`src/rtl/mem_arb_pkg.sv`:
```
// Shared state/owner types and cache-block geometry for the memory arbiter.
package mem_arb_pkg;

  typedef enum logic [1:0] {IDLE, WR, FILL} arb_state_e;
  typedef enum logic {OWN_I, OWN_D} owner_e;

  localparam int unsigned BLOCK_WORDS    = 8;
  localparam int unsigned WORD_OFF_W     = $clog2(BLOCK_WORDS);
  localparam int unsigned BLOCK_OFF_BITS = 4;

endpackage

```
`src/rtl/mem_arbiter.sv`:
```
// Arbitrates one pipelined memory between I-cache and D-cache miss handlers:
// 8-word block fills (one read issued per cycle) and single-word D-cache write-throughs.
module mem_arbiter #(
  parameter int unsigned ADDR_WIDTH  = 16,
  parameter int unsigned BLOCK_WORDS = mem_arb_pkg::BLOCK_WORDS,
  parameter int unsigned MEM_LATENCY = 4
) (
  input  logic                           clk,
  input  logic                           rst,
  input  logic                           i_req_fill,
  input  logic [ADDR_WIDTH-1:0]          i_addr,
  input  logic                           d_req_fill,
  input  logic                           d_req_wr,
  input  logic [ADDR_WIDTH-1:0]          d_addr,
  input  logic [15:0]                    d_wdata,
  output logic [ADDR_WIDTH-1:0]          mem_addr,
  output logic                           mem_enable,
  output logic                           mem_wr,
  output logic [15:0]                    mem_data_in,
  input  logic [15:0]                    mem_data_out,
  input  logic                           mem_data_valid,
  output logic [15:0]                    fill_data,
  output logic [$clog2(BLOCK_WORDS)-1:0] fill_word,
  output logic                           i_fill_we,
  output logic                           d_fill_we,
  output logic                           i_done,
  output logic                           d_done,
  output logic                           d_wr_ack,
  output logic                           busy
);

  import mem_arb_pkg::*;

  localparam int unsigned WOFF_W = $clog2(BLOCK_WORDS);
  localparam int unsigned CNT_W  = WOFF_W + 1;
  localparam int unsigned BASE_W = ADDR_WIDTH - BLOCK_OFF_BITS;
  localparam logic [CNT_W-1:0] CNT_FULL = CNT_W'(BLOCK_WORDS);
  localparam logic [CNT_W-1:0] CNT_LAST = CNT_W'(BLOCK_WORDS - 1);

  arb_state_e            state_q, state_d;
  owner_e                owner_q, owner_d;
  logic [BASE_W-1:0]     base_q, base_d;
  logic [CNT_W-1:0]      issue_cnt_q, issue_cnt_d;
  logic [CNT_W-1:0]      recv_cnt_q, recv_cnt_d;
  logic [ADDR_WIDTH-1:0] wr_addr_q, wr_addr_d;
  logic [15:0]           wr_data_q, wr_data_d;

  // Block-offset and halfword-select bits are don't-care on the request side.
  logic unused_addr_bits;
  assign unused_addr_bits = ^{i_addr[BLOCK_OFF_BITS-1:0], d_addr[0]};

  always_ff @(posedge clk or posedge rst) begin
    if (rst) begin
      state_q     <= IDLE;
      owner_q     <= OWN_I;
      base_q      <= '0;
      issue_cnt_q <= '0;
      recv_cnt_q  <= '0;
      wr_addr_q   <= '0;
      wr_data_q   <= '0;
    end else begin
      state_q     <= state_d;
      owner_q     <= owner_d;
      base_q      <= base_d;
      issue_cnt_q <= issue_cnt_d;
      recv_cnt_q  <= recv_cnt_d;
      wr_addr_q   <= wr_addr_d;
      wr_data_q   <= wr_data_d;
    end
  end

  always_comb begin
    state_d     = state_q;
    owner_d     = owner_q;
    base_d      = base_q;
    issue_cnt_d = issue_cnt_q;
    recv_cnt_d  = recv_cnt_q;
    wr_addr_d   = wr_addr_q;
    wr_data_d   = wr_data_q;
    mem_addr    = '0;
    mem_enable  = 1'b0;
    mem_wr      = 1'b0;
    mem_data_in = '0;
    fill_data   = '0;
    fill_word   = '0;
    i_fill_we   = 1'b0;
    d_fill_we   = 1'b0;
    i_done      = 1'b0;
    d_done      = 1'b0;
    d_wr_ack    = 1'b0;

    unique case (state_q)
      IDLE: begin
        // Fixed priority: write-through, then D fill, then I fill.
        if (d_req_wr) begin
          wr_addr_d = {d_addr[ADDR_WIDTH-1:1], 1'b0};
          wr_data_d = d_wdata;
          state_d   = WR;
        end else if (d_req_fill || i_req_fill) begin
          owner_d     = d_req_fill ? OWN_D : OWN_I;
          base_d      = d_req_fill ? d_addr[ADDR_WIDTH-1:BLOCK_OFF_BITS]
                                   : i_addr[ADDR_WIDTH-1:BLOCK_OFF_BITS];
          issue_cnt_d = '0;
          recv_cnt_d  = '0;
          state_d     = FILL;
        end
      end
      WR: begin
        mem_enable  = 1'b1;
        mem_wr      = 1'b1;
        mem_addr    = wr_addr_q;
        mem_data_in = wr_data_q;
        d_wr_ack    = 1'b1;
        state_d     = IDLE;
      end
      FILL: begin
        if (issue_cnt_q < CNT_FULL) begin
          mem_enable  = 1'b1;
          mem_addr    = {base_q, issue_cnt_q[WOFF_W-1:0], 1'b0};
          issue_cnt_d = issue_cnt_q + CNT_W'(1);
        end
        // Reads return in issue order, so the receive count is the word offset.
        if (mem_data_valid) begin
          fill_data  = mem_data_out;
          fill_word  = recv_cnt_q[WOFF_W-1:0];
          i_fill_we  = (owner_q == OWN_I);
          d_fill_we  = (owner_q == OWN_D);
          recv_cnt_d = recv_cnt_q + CNT_W'(1);
          if (recv_cnt_q == CNT_LAST) begin
            i_done  = (owner_q == OWN_I);
            d_done  = (owner_q == OWN_D);
            state_d = IDLE;
          end
        end
      end
      default: state_d = IDLE;
    endcase
  end

  assign busy = (state_q != IDLE);

  a_block_geometry: assert property (@(posedge clk)
    (WOFF_W == WORD_OFF_W) && (BLOCK_OFF_BITS == WOFF_W + 1));
  a_valid_outstanding: assert property (@(posedge clk) disable iff (rst)
    (state_q == FILL && mem_data_valid) |-> (recv_cnt_q < issue_cnt_q));
  a_read_latency: assert property (@(posedge clk) disable iff (rst)
    (state_q == FILL && mem_data_valid) |-> $past(mem_enable && !mem_wr, MEM_LATENCY));
  a_d_req_exclusive: assert property (@(posedge clk) disable iff (rst)
    !(d_req_fill && d_req_wr));

endmodule
```
`config.mk`:
```
export PLATFORM = sky130hd
export DESIGN_NAME = mem_arbiter
export DESIGN_NICKNAME = d
export VERILOG_FILES = /design/src/rtl/mem_arb_pkg.sv /design/src/rtl/mem_arbiter.sv
export SDC_FILE = /design/constraint.sdc
export NUM_CORES = 1
export LEC_CHECK = 0
export ABC_AREA = 1
export CORE_ASPECT_RATIO = 0.8
export CORE_MARGIN = 4
export CORE_UTILIZATION = 25
export DETAILED_ROUTE_END_ITERATION = 10
export GPL_TIMING_DRIVEN = 0
export PLACE_DENSITY = 0.54
export SYNTH_ARGS = -nofsm -noshare
export SYNTH_HDL_FRONTEND = slang
export SYNTH_SLANG_ARGS = --single-unit
```
`constraint.sdc`:
```
create_clock -name clk -period 2.1 [get_ports clk]
set_clock_uncertainty 0.1 [all_clocks]
set_input_delay 0.42 -clock clk [delete_from_list [all_inputs] [get_ports clk]]
set_output_delay 0.42 -clock clk [all_outputs]
set_load 0.05 [all_outputs]
```
==> results by group <==
Timing
  – Max Clk Rate: 463 MHz
  – Final period util: 103%
  – Final WS setup: -0.0594 ns
  – Worst Max-Slew Pin Slew: 0.571 ns
  – Max-Slew Margin vs Limit: 61.9%
  – Hold Vio Cnt, Final: 0
  – RSZ-0062 raised after global routing: true
  – Period minus WS final: 2.16 ns
  – Pins Over Slew Limit: 0
  – Final setup fails: 16

Worst setup path
  – Buf/Inv on CP: 3
  – Required time of the critical path: 1.58 ns
  – CP peak stage delay: 0.42 ns
  – CP endpoint kind: primary output
  – CP Data Arrival Time: 1.64 ns
  – WS Path Type: reg -> out
  – Slowest CP cell: dfrtp_1
  – Startpoint types: flop
  – Worst R2R Setup Slack: 0.21 ns
  – CP top delay family: buffers and inverters
  – Crit path max fanout: 6
  – CP cell instances: inv_4 -> ha_4 -> buf_8 -> nand3_4 -> a21oi_4 -> buf_6

Global routing
  – GRT Util Overall: 15.0%
  – Initial antenna violation count: 0
  – First-pass GRT wire length: 16400 um
  – Largest net degree at the start of global routing: 31
  – GRT overflow: 0
  – Vias in the first global route: 3258

Power and ir drop
  – Cell Pwr Density: 1240 nW/um^2
  – Tot Pwr: 6.53 mW
  – Pleak: 2.58 nW
  – VDD IR-drop max: 0.428 mV

Final layout
  – Inserted Diodes: 0
  – Share of cells above drive strength 1: 28.1%
  – Design area: 5260 sq um
  – Synthesis-to-finish area growth: 75.4%
  – Layout net count: 653

Yosys
  – Sequential area share after synthesis: 45.1%
  – Avg Cell Area, Syn: 6.91 sq um
  – Synth Net Count: 511
  – Synthesized cell area: 3000 sq um
  – Unique masters post-synth: 22
  – Yosys reg bits: 54
  – Synth top area share: 45.1%
  – Cell taking the most area after synthesis: dfrtp_1
  – Post-Syn Instances: 434
  – Area contributors post-synth: dfrtp_1, nand2_1, inv_1
  – YS warnings: 0

Place
  – Gpl congestion: 0.770
  – IO Port Bufs: 122
  – Post-DP HPWL: 7480 um
  – Placed Area: 4570 sq um
  – Setup WS pre-CTS: -0.982 ns

Clocking
  – CTS tree: yes
  – Clock transition at the registers of the reported paths: 0.07 ns
  – Cts bufs inserted: 5
  – Clock sinks: 54
  – Cts-stage hold buffer count: 0
  – Clock root buffer: clkbuf_16
  – Worst-skew pair later-pin latency: 0.29 ns
  – H-tree lvl count: 2
  – CTS max path bufs: 2

Floorplanning
  – Io pins: 129
  – Vert. Die Dim: 106 um
  – Die width: 130 um
  – Die ar.: 13800 sq um
  – Starting Density: 25.8%
  – Floorplan core area: 11600 sq um
  – Row count: 35

Flow run
  – Maxcap violations: 0

Detailed routing
  – # DRC: 0
  – Drt total wl: 10500 um
  – Avg WL per Cell: 14.5 um
  – Via total after detailed routing: 3198
  – Iter 0 DRT Violations: 105
  – DRT Pass-1 Iters: 6
  – Vias/cell: 4.41
  – ANT nets after route: 0

Status
  – Failing checks: setup timing
  – Status: finished, violations left

Hold path
  – Tightest Hold Check Type: reg -> reg
flip-flops by register name, summed over array words and instances, names as in the netlist:
name / cells
recv_cnt_q: 4
owner_q: 1
wr_addr_q: 15
wr_data_q: 16
issue_cnt_q: 4
state_q: 2
base_q: 12
per-stage QoR:
step	utilization [%]	hold slack, ns	TNS [ns]	cells
after floorplan	-	0.349	-11.37	434
after global placement	39.2	0.363	-89.08	704
after detailed placement	39.4	0.365	-43.35	705
after CTS	43.4	0.384	-2.63	723
after global routing	45.3	0.398	-2.09	725
final	45.3	0.382	-0.557	725
area by class of cell:
type / count / area (sq um)
Buffer: 20 / 191
Clock buffer: 7 / 143
Clock inverter: 1 / 5.00
Fill cell: 1163 / 6350
Inverter: 53 / 208
Multi-Input combinational cell: 305 / 1730
Sequential cell: 54 / 1350
Tap cell: 148 / 185
Timing Repair Buffer: 137 / 1450
metal layers:
layer	share of wire, %	track usage [%]	up-vias	wire length (um)
met5	0	0	-	0
met4	0.30	2.06	0	31
met3	7.2	3.82	4	751
met2	49	25.8	88	5100
met1	44	19.5	1505	4600
li1	-	-	1601	-
cells in the mapped netlist, drive strengths merged:
cell,instances
a21oi,18
o21ai,5
nor3,2
ha,7
xnor2,2
clkinv,1
inv,52
nor2,45
clkbuf,10
nand2,188
nand3,22
conb,1
nand4,3
dfrtp,54
buf,12
a31oi,12
power breakdown:
| part | switching [mW] | internal, mW |
|---|---|---|
| Combinational | 2.43 | 1.46 |
| Clock | 0.378 | 0.475 |
| Sequential | 0.304 | 1.49 |
| Total | 3.11 | 3.42 |
path summary, 6_finish.rpt:
path / startpoint / to / cells past startpoint
min in group asynchronous: rst / wr_addr_q[8] / 2
max in group asynchronous: rst / wr_addr_q[10] / 3
setup / recovery: state_q[0] / mem_addr[8] / 6
hold reg to reg: wr_data_q[13] / wr_data_q[13] / 2
hold / removal: wr_data_q[13] / wr_data_q[13] / 2
setup reg to reg: state_q[0] / base_q[4] / 7
kinds of logic after synthesis:
group	Yosys count	synth area share, %
buffers and inverters	75	10.3
and+or+nand+nor	260	34.7
DFF	54	45.1
other	1	0.125
adders and majority gates	7	2.92
AOI/OAI and AO/OA	35	6.34
xor gates and xnor gates	2	0.584
layout by cell type, fill, tap and decap left out, drive strengths merged, types with 2 or more instances in the layout:
cell / synthesis / final
a21oi: 18 / 18
nand4: 3 / 3
nand3: 22 / 22
ha: 7 / 7
clkbuf: 10 / 22
clkdlybuf4s50: 0 / 63
nand2: 188 / 188
buf: 12 / 77
xnor2: 2 / 2
inv: 52 / 52
o21ai: 5 / 5
dfrtp: 54 / 54
nor2: 45 / 45
a31oi: 12 / 12
nor3: 2 / 2
worst reg2reg max path, cell delays in order, from the launching register on:
cell and delay, ns:
dfrtp_1 0.42, inv_4 0.12, buf_4 0.12, ha_1 0.23
nand2_1 0.16, nor2_8 0.20, buf_2 0.28, a31oi_1 0.12
timing repair:
item,4_1_cts,5_1_grt
gates cloned,2,1
setup endpoints to repair,58,55
pin swaps,6,8
resized for setup,426,53
setup buffers,8,3
(Power assumes the default switching activity.)
